File: config.mk
export PLATFORM = sky130hd
export DESIGN_NAME = hazard_ctrl
export DESIGN_NICKNAME = d
export VERILOG_FILES = /design/src/rtl/hazard_ctrl.sv
export SDC_FILE = /design/constraint.sdc
export NUM_CORES = 1
export LEC_CHECK = 0
export BUFFER_PORTS_ARGS = -buffer_cell sky130_fd_sc_hd__clkbuf_2
export CORE_AREA = 4 4 62 64
export DETAILED_ROUTE_END_ITERATION = 8
export DIE_AREA = 0 0 66 68
export PLACE_DENSITY = 0.76
export SYNTH_ARGS = -nofsm -noshare
export SYNTH_HDL_FRONTEND = slang
export SYNTH_SLANG_ARGS = --single-unit
export TNS_END_PERCENT = 1
File: constraint.sdc
create_clock -name clk -period 2.15 [get_ports clk]
set_input_delay 0.1075 -clock clk [delete_from_list [all_inputs] [get_ports clk]]
set_output_delay 0.1075 -clock clk [all_outputs]
set_load 0.005 [all_outputs]
File: src/rtl/hazard_ctrl.sv
// Pipeline hazard controller for a five-stage in-order core.
//
// Purpose:
//   - Detects load-use hazards between decode and execute and inserts a one-cycle bubble.
//   - Flushes IF/ID and bubbles ID/EX on a taken branch/jump resolved in execute.
//   - Drains the pipeline after a halt reaches execute, then parks in a halted state.
//   - Freezes every pipeline register while data memory is busy.
//   - Selects ALU operand forwarding sources (EX/MEM or MEM/WB over the register file).
//   - Keeps a saturating count of stall cycles spent in normal execution.
//
// Ports:
//   clk, rst                       single clock, synchronous active-high reset
//   idRs/idRt, idUsesRs/idUsesRt   decode-stage sources and their use flags
//   exRs/exRt                      execute-stage sources (forwarding compare)
//   exWriteReg/exRegWrt/exMemToReg execute-stage destination, write enable, load flag
//   exHalt/exDoBranch              halt and taken branch/jump in execute
//   memWriteReg/memRegWrt/memMemToReg  memory-stage destination, write enable, load flag
//   wbWriteReg/wbRegWrt            writeback-stage destination and write enable
//   memBusy                        data memory not ready; freeze the pipeline
//   stallPc/stallIfId/stallIdEx/stallExMem  hold the named register
//   flushIfId/bubbleIdEx           clear IF/ID, inject a NOP into ID/EX
//   fwdASel/fwdBSel                0 = register file, 1 = EX/MEM, 2 = MEM/WB
//   haltDone                       pipeline drained after halt
//   stallCnt                       saturating stall-cycle counter
module hazard_ctrl (
  input  logic        clk,
  input  logic        rst,
  input  logic [2:0]  idRs,
  input  logic [2:0]  idRt,
  input  logic        idUsesRs,
  input  logic        idUsesRt,
  input  logic [2:0]  exRs,
  input  logic [2:0]  exRt,
  input  logic [2:0]  exWriteReg,
  input  logic        exRegWrt,
  input  logic        exMemToReg,
  input  logic        exHalt,
  input  logic        exDoBranch,
  input  logic [2:0]  memWriteReg,
  input  logic        memRegWrt,
  input  logic        memMemToReg,
  input  logic [2:0]  wbWriteReg,
  input  logic        wbRegWrt,
  input  logic        memBusy,
  output logic        stallPc,
  output logic        stallIfId,
  output logic        stallIdEx,
  output logic        stallExMem,
  output logic        flushIfId,
  output logic        bubbleIdEx,
  output logic [1:0]  fwdASel,
  output logic [1:0]  fwdBSel,
  output logic        haltDone,
  output logic [15:0] stallCnt
);

  typedef enum logic [1:0] {StRun, StDrain, StHalted} state_e;

  state_e      stateQ, stateD;
  logic [1:0]  drainQ, drainD;
  logic        luSeenQ, luSeenD;
  logic [15:0] stallCntQ, stallCntD;
  logic        loadUse;

  // Register 0 is an ordinary register: no zero-register exclusion anywhere.
  always_comb begin
    loadUse = exRegWrt & exMemToReg &
              ((idUsesRs & (idRs == exWriteReg)) | (idUsesRt & (idRt == exWriteReg)));
  end

  // Forwarding: EX/MEM wins over MEM/WB; a load in MEM has no result yet.
  always_comb begin
    fwdASel = 2'd0;
    fwdBSel = 2'd0;
    if (memRegWrt & ~memMemToReg & (memWriteReg == exRs)) begin
      fwdASel = 2'd1;
    end else if (wbRegWrt & (wbWriteReg == exRs)) begin
      fwdASel = 2'd2;
    end
    if (memRegWrt & ~memMemToReg & (memWriteReg == exRt)) begin
      fwdBSel = 2'd1;
    end else if (wbRegWrt & (wbWriteReg == exRt)) begin
      fwdBSel = 2'd2;
    end
  end

  always_comb begin
    stateD     = stateQ;
    drainD     = drainQ;
    luSeenD    = luSeenQ;
    stallCntD  = stallCntQ;
    stallPc    = 1'b0;
    stallIfId  = 1'b0;
    stallIdEx  = 1'b0;
    stallExMem = 1'b0;
    flushIfId  = 1'b0;
    bubbleIdEx = 1'b0;

    if (memBusy) begin
      // Freeze: everything holds, so the pending request reappears once memBusy drops.
      stallPc    = 1'b1;
      stallIfId  = 1'b1;
      stallIdEx  = 1'b1;
      stallExMem = 1'b1;
      if ((stateQ == StRun) && (stallCntQ != 16'hFFFF)) begin
        stallCntD = stallCntQ + 16'd1;
      end
    end else begin
      luSeenD = 1'b0;
      unique case (stateQ)
        StRun: begin
          if (exHalt) begin
            // Halt outranks a same-cycle branch.
            flushIfId  = 1'b1;
            bubbleIdEx = 1'b1;
            drainD     = 2'd2;
            stateD     = StDrain;
          end else if (exDoBranch) begin
            flushIfId  = 1'b1;
            bubbleIdEx = 1'b1;
          end else if (loadUse & ~luSeenQ) begin
            // luSeenQ limits the stall to one cycle even if EX is not refreshed.
            stallPc    = 1'b1;
            stallIfId  = 1'b1;
            bubbleIdEx = 1'b1;
            luSeenD    = 1'b1;
            if (stallCntQ != 16'hFFFF) begin
              stallCntD = stallCntQ + 16'd1;
            end
          end
        end
        StDrain: begin
          stallPc    = 1'b1;
          bubbleIdEx = 1'b1;
          drainD     = drainQ - 2'd1;
          if (drainQ <= 2'd1) begin
            drainD = 2'd0;
            stateD = StHalted;
          end
        end
        StHalted: begin
          stallPc    = 1'b1;
          stallIfId  = 1'b1;
          bubbleIdEx = 1'b1;
        end
        default: begin
          stateD = StRun;
        end
      endcase
    end
  end

  always_comb begin
    haltDone = (stateQ == StHalted);
    stallCnt = stallCntQ;
  end

  always_ff @(posedge clk) begin
    if (rst) begin
      stateQ    <= StRun;
      drainQ    <= 2'd0;
      luSeenQ   <= 1'b0;
      stallCntQ <= 16'd0;
    end else begin
      stateQ    <= stateD;
      drainQ    <= drainD;
      luSeenQ   <= luSeenD;
      stallCntQ <= stallCntD;
    end
  end

endmodule

Word-level counts from Yosys, hierarchy flattened
Cells that the tools add are included.
{"block": "op_classes", "add_sub_neg": 2, "order_cmp": 1, "eq_ne": 14, "n_mux": 34, "n_bitwise": 15, "reduce_logical": 10}
{"op": "$mux 16", "n": 7}
{"op": "$eq 3x3->1", "n": 6}
{"op": "$add 16x1->16 const B", "n": 1}
{"op": "$mux 2", "n": 8}
{"op": "$ne 16x16->1 const B", "n": 1}
{"op": "$mux 1", "n": 14}
{"op": "$and 1x1->1", "n": 10}
{"op": "$reduce_bool 2->1", "n": 4}
{"op": "$ne 2x1->1 const B", "n": 3}
{"op": "$pmux 1 s2", "n": 3}
{"op": "$pmux 2 s3", "n": 1}
{"op": "$reduce_and 6->1", "n": 1}
{"op": "$ne 2x2->1 const B", "n": 2}
{"op": "$not 1->1", "n": 4}
{"op": "$pmux 2 s2", "n": 1}
{"op": "$reduce_and 4->1", "n": 1}
{"op": "$reduce_and 3->1", "n": 1}
{"op": "$eq 2x1->1 const B", "n": 1}
{"op": "$eq 2x2->1 const B", "n": 1}
{"op": "$le 2x1->1 const B", "n": 1}
{"op": "$logic_not 2->1", "n": 1}
{"op": "$reduce_or 2->1", "n": 1}
{"op": "$sub 2x1->2 const B", "n": 1}
{"op": "$logic_and 1x1->1", "n": 1}
{"op": "$or 1x1->1", "n": 1}
{"block": "totals", "ff_bits": 21}

Depth between registers and ports, before layout
{"block": "logic_depth", "depth_word": 10, "ltp_mapped": 8}

Worst setup path after synthesis
OpenSTA, ideal clock, no wires.
{"block": "synth_path", "path_kind": "flip-flop to flip-flop", "start": "register stallCntQ[0], in the netlist stallCnt[0]", "end": "register stallCntQ[7], in the netlist stallCnt[7]", "setup_ns": 0.121, "arrival_time_ns": 1.959, "t_required_ns": 2.029, "slack_ns": 0.070, "path_stages_with_launch": 9, "n_path_buf": 1, "synth_period_minus_slack_ns": 2.080, "cell_sequence": "dfxtp_1 > ha_1 > nand2_1 > or2_2 > o41a_1 > o21ai_2 > buf_6 > nor3_1 > mux2_2"}
{"block": "synth_via", "elab_chain_cells": 7, "elab_cells_between_ends": 13, "cone_classes": "add/sub: 1; eq/ne: 2; mux: 7; reduce/logical: 3"}
{"item": "from (decl)", "line_no": "62", "source": "logic [15:0] stallCntQ, stallCntD;"}
{"item": "from (signal assigned)", "line_no": "168", "source": "stallCntQ <= stallCntD;"}
{"item": "$add 16x1->16", "line_no": "106, 128"}
{"item": "$mux 16", "line_no": "127", "source": "if (stallCntQ != 16'hFFFF) begin"}
{"item": "$mux 16", "line_no": "121", "source": "end else if (loadUse & ~luSeenQ) begin"}
{"item": "$mux 16", "line_no": "118", "source": "end else if (exDoBranch) begin"}
{"item": "$mux 16", "line_no": "112", "source": "if (exHalt) begin"}
{"item": "$mux 16", "line_no": "110", "source": "unique case (stateQ)"}
{"item": "$mux 16", "line_no": "99", "source": "if (memBusy) begin"}
Parallel ways exist; a longest one is shown, timed or not. The select of a mux whose other input is x is not followed.
A chain may end at the register's enable or synchronous reset.

Final worst setup path
{"block": "layout_path", "start": "register stallCntQ[9], in the netlist stallCnt[9]", "end": "register stallCntQ[10], in the netlist stallCnt[10]"}
Same word-level chain as after synthesis.

==> results.toml <==
[drt]
post_drt_via_cell_ratio = 5.046
drt-total-wl_mm = 3.430
avgRoutedWirePerCell_um = 12.04
drt-initial-drc-count = 64
drtPass1Iterations = 4
drtAntennaViolNets = 0
dr_total_vias = 1438
drc = 0

[worst_setup_path]
crit_path_top_delay_cell = "o41a_1"
path_cells = "and4_1 -> nand4_1 -> o41a_1 -> o211ai_1 -> nor3_1 -> mux2_2"
rr_worst_depth = 6
cp_top_family = "compound AO/OA/AOI/OAI gates"
path_max_fanout = 5
arrival_ns = 2.22
cp-start-kind = "register"
required_ns = 2.36
r2r_end = "stallCnt[10]"
critPathLaunch = "stallCnt[9]"
rrSetupSlack_ns = 0.14
max_stage_delay_ns = 0.53
crit_type = "reg -> reg"
crit_buf_inv = 0
cp-end-kind = "register"
r2r-start = "stallCnt[9]"

[synthesis]
yosys.cell_count.top_type = "nor2_1"
synth-seq-cells = 21
synthDistinctLibCells = 36
ys.flop_type = "dfxtp_1"
yosysTopAreaCell = "dfxtp_1"
ys_warn_count = 0
synthArstFlopShare_pct = 0
netlist_area_sq_um = 1385
seq_area_frac_synth_pct = 30.35
netlist_instances = 167
synth_area_leaders = "dfxtp_1 30%, xnor2_1 8.2%, xor2_1 7.6%"
avgSynthCellArea_sq_um = 8.294
synth_commonest_cells = "23 x nor2_1, 21 x dfxtp_1, 13 x xnor2_1, 12 x xor2_1, 8 x nand2_1"
synth_fp_nets = 205
synth_edf_count = 0
yosysTopAreaCellShare_pct = 30.35

[hold_path]
hp-class = "in -> reg"
min_to = "stateQ[0]"
min_path_cells = 3
min_from = "exHalt"

[grt]
grtUsageTotal_pct = 15.97
grt_max_degree = 27
grt_pass1_vias = 1376
overflow = 0
antenna_found_initial = 0
grt_pass1_wl_mm = 5.713

[floorplan]
start_util_pct = 42.17
fp.dieH_um = 68
core-area_sq_um = 3284
ios = 60
placement_rows = 21
die_x_um = 66
floorplan.die_area_sq_um = 4488

[sta]
grt_setup_unrepaired = "no"
final-setup-viol-count = 0
clock-skew-final_ns = 0.001819
slew_headroom_pct = 67.01
worst_slew_pin_slew_ns = 0.4948
fmax_mhz = 497.4
finalHoldViolCount = 0
tns_ns = 0
fin_crit_ns = 2.011
period_share_pct = 93.52
slew_violations = 0

[job]
drv_cap = 0

[cts]
cts.sinks = 21
h-tree-depth = 1
root_buffer = "clkbuf_4"
cts.clk_slew.worst_paths_ns = 0.11
cts_buffers = 3
postCtsHoldBufs = 0
clockBufferDepth = 2
cts_tree = "done"
clk_latency_ns = 0.30

[placement]
place_congestion = 0.8919
dp_hpwl_mm = 2.700
numPortBuffers = 59

[finish]
synthToLayoutAreaGrowth_pct = 33.33
num-fill-cells = 332
drive_gt1_share_pct = 35.15
utilization_pct = 56.23
diodes = 0
seqCellArea_sq_um = 420.4
finalNetCount = 278
multi_input_area_sq_um = 912.1

[power]
ir_worst_vdd_mv = 0.2114
p_leak_nw = 0.8148
power_uw = 827.7
p_per_area_nw_per_um2 = 448.2

[outcome]
status = "finished, final reports clean"
-- sequential cells by signal, indices dropped and copies added (netlist names) --
name      flops
stallCnt     16
drainQ        2
stateQ        2
luSeenQ       1
-- layout make-up --
type                    count  area share [%]
inverters                   6           1.220
flip-flops and latches     21           22.76
clock buffers               4           1.423
well taps                  46           3.117
repair buffers             74           22.09
multi-input cells         134           49.39
-- worst register-to-register path: stages, from the launching register on --
cell and delay [ns]:
dfxtp_1 0.37, and4_1 0.25, nand4_1 0.15, o41a_1 0.53, o211ai_1 0.23, nor3_1 0.10, mux2_2 0.28
-- per-stage QoR --
| step | setup WS [ns] | hold WS (ns) | instance area [sq um] | std cells |
|---|---|---|---|---|
| final | 0.1394 | 0.1756 | 1847 | 285 |
| after global routing | 0.008632 | 0.1973 | 1847 | 285 |
| after CTS | 0.04459 | 0.1869 | 1809 | 281 |
| after detailed placement | 0.06133 | 0.4814 | 1783 | 277 |
| after global placement | 0.1006 | 0.4686 | 1783 | 277 |
| after floorplan | 0.07041 | 0.2753 | 1385 | 167 |
-- cell families after synthesis --
family | after synthesis | share of synthesized area [%]
and+or+nand+nor | 71 | 26.11
AOI/OAI and AO/OA | 27 | 14.27
xor gates and xnor gates | 25 | 15.81
DFF | 21 | 30.35
buffers and inverters | 12 | 4.335
muxes | 6 | 4.607
adders and majority gates | 5 | 4.517
-- routing by layer --
layer,share of wire [%],GRT usage [%],up-vias
met5,0,0,-
met4,1.4,6.853,0
met3,6.2,1.642,4
met2,48,27.78,52
met1,44,20.10,646
li1,-,-,736
-- layout by cell type (no fill, tap or decap), types with 2 or more instances in the layout --
| cell | instances |
|---|---|
| a21oi_1 | 7 |
| buf_4 | 15 |
| clkbuf_2 | 59 |
| clkbuf_4 | 3 |
| dfxtp_1 | 21 |
| ha_1 | 5 |
| inv_1 | 6 |
| mux2_2 | 3 |
| mux2i_1 | 3 |
| nand2_1 | 8 |
| nand2b_1 | 3 |
| nand3_1 | 6 |
| nand4_1 | 5 |
| nor2_1 | 23 |
| nor2b_1 | 4 |
| nor3_1 | 7 |
| nor4_1 | 3 |
| o211ai_1 | 6 |
| o21ai_0 | 5 |
| o31ai_1 | 3 |
| or3_1 | 2 |
| or4_1 | 5 |
| xnor2_1 | 13 |
| xor2_1 | 12 |
-- what timing repair did --
item | 4_1_cts | 5_1_grt
gates resized for setup | 0 | 1
endpoints found under the hold margin | 0 | 0
setup endpoints to repair | 0 | 5
buffers inserted | 0 | 4
-- power by group --
group / switching [mW] / total [mW] / internal, mW
Clock: 0.117 / 0.189 / 0.0724
Combinational: 0.118 / 0.229 / 0.111
Sequential: 0.00866 / 0.409 / 0.401
Total: 0.244 / 0.828 / 0.584
-- how the worst max path moves through the flow --
| stage | endpoint | cells after the start |
|---|---|---|
| after floorplan | stallCnt[7] | 8 |
| after global placement | stallCnt[9] | 7 |
| after detailed placement | stallCnt[7] | 7 |
| after CTS | stallCnt[7] | 7 |
| after global routing | stallCnt[6] | 7 |
| final | stallCnt[10] | 6 |
Power figures use the tool's default switching activity.
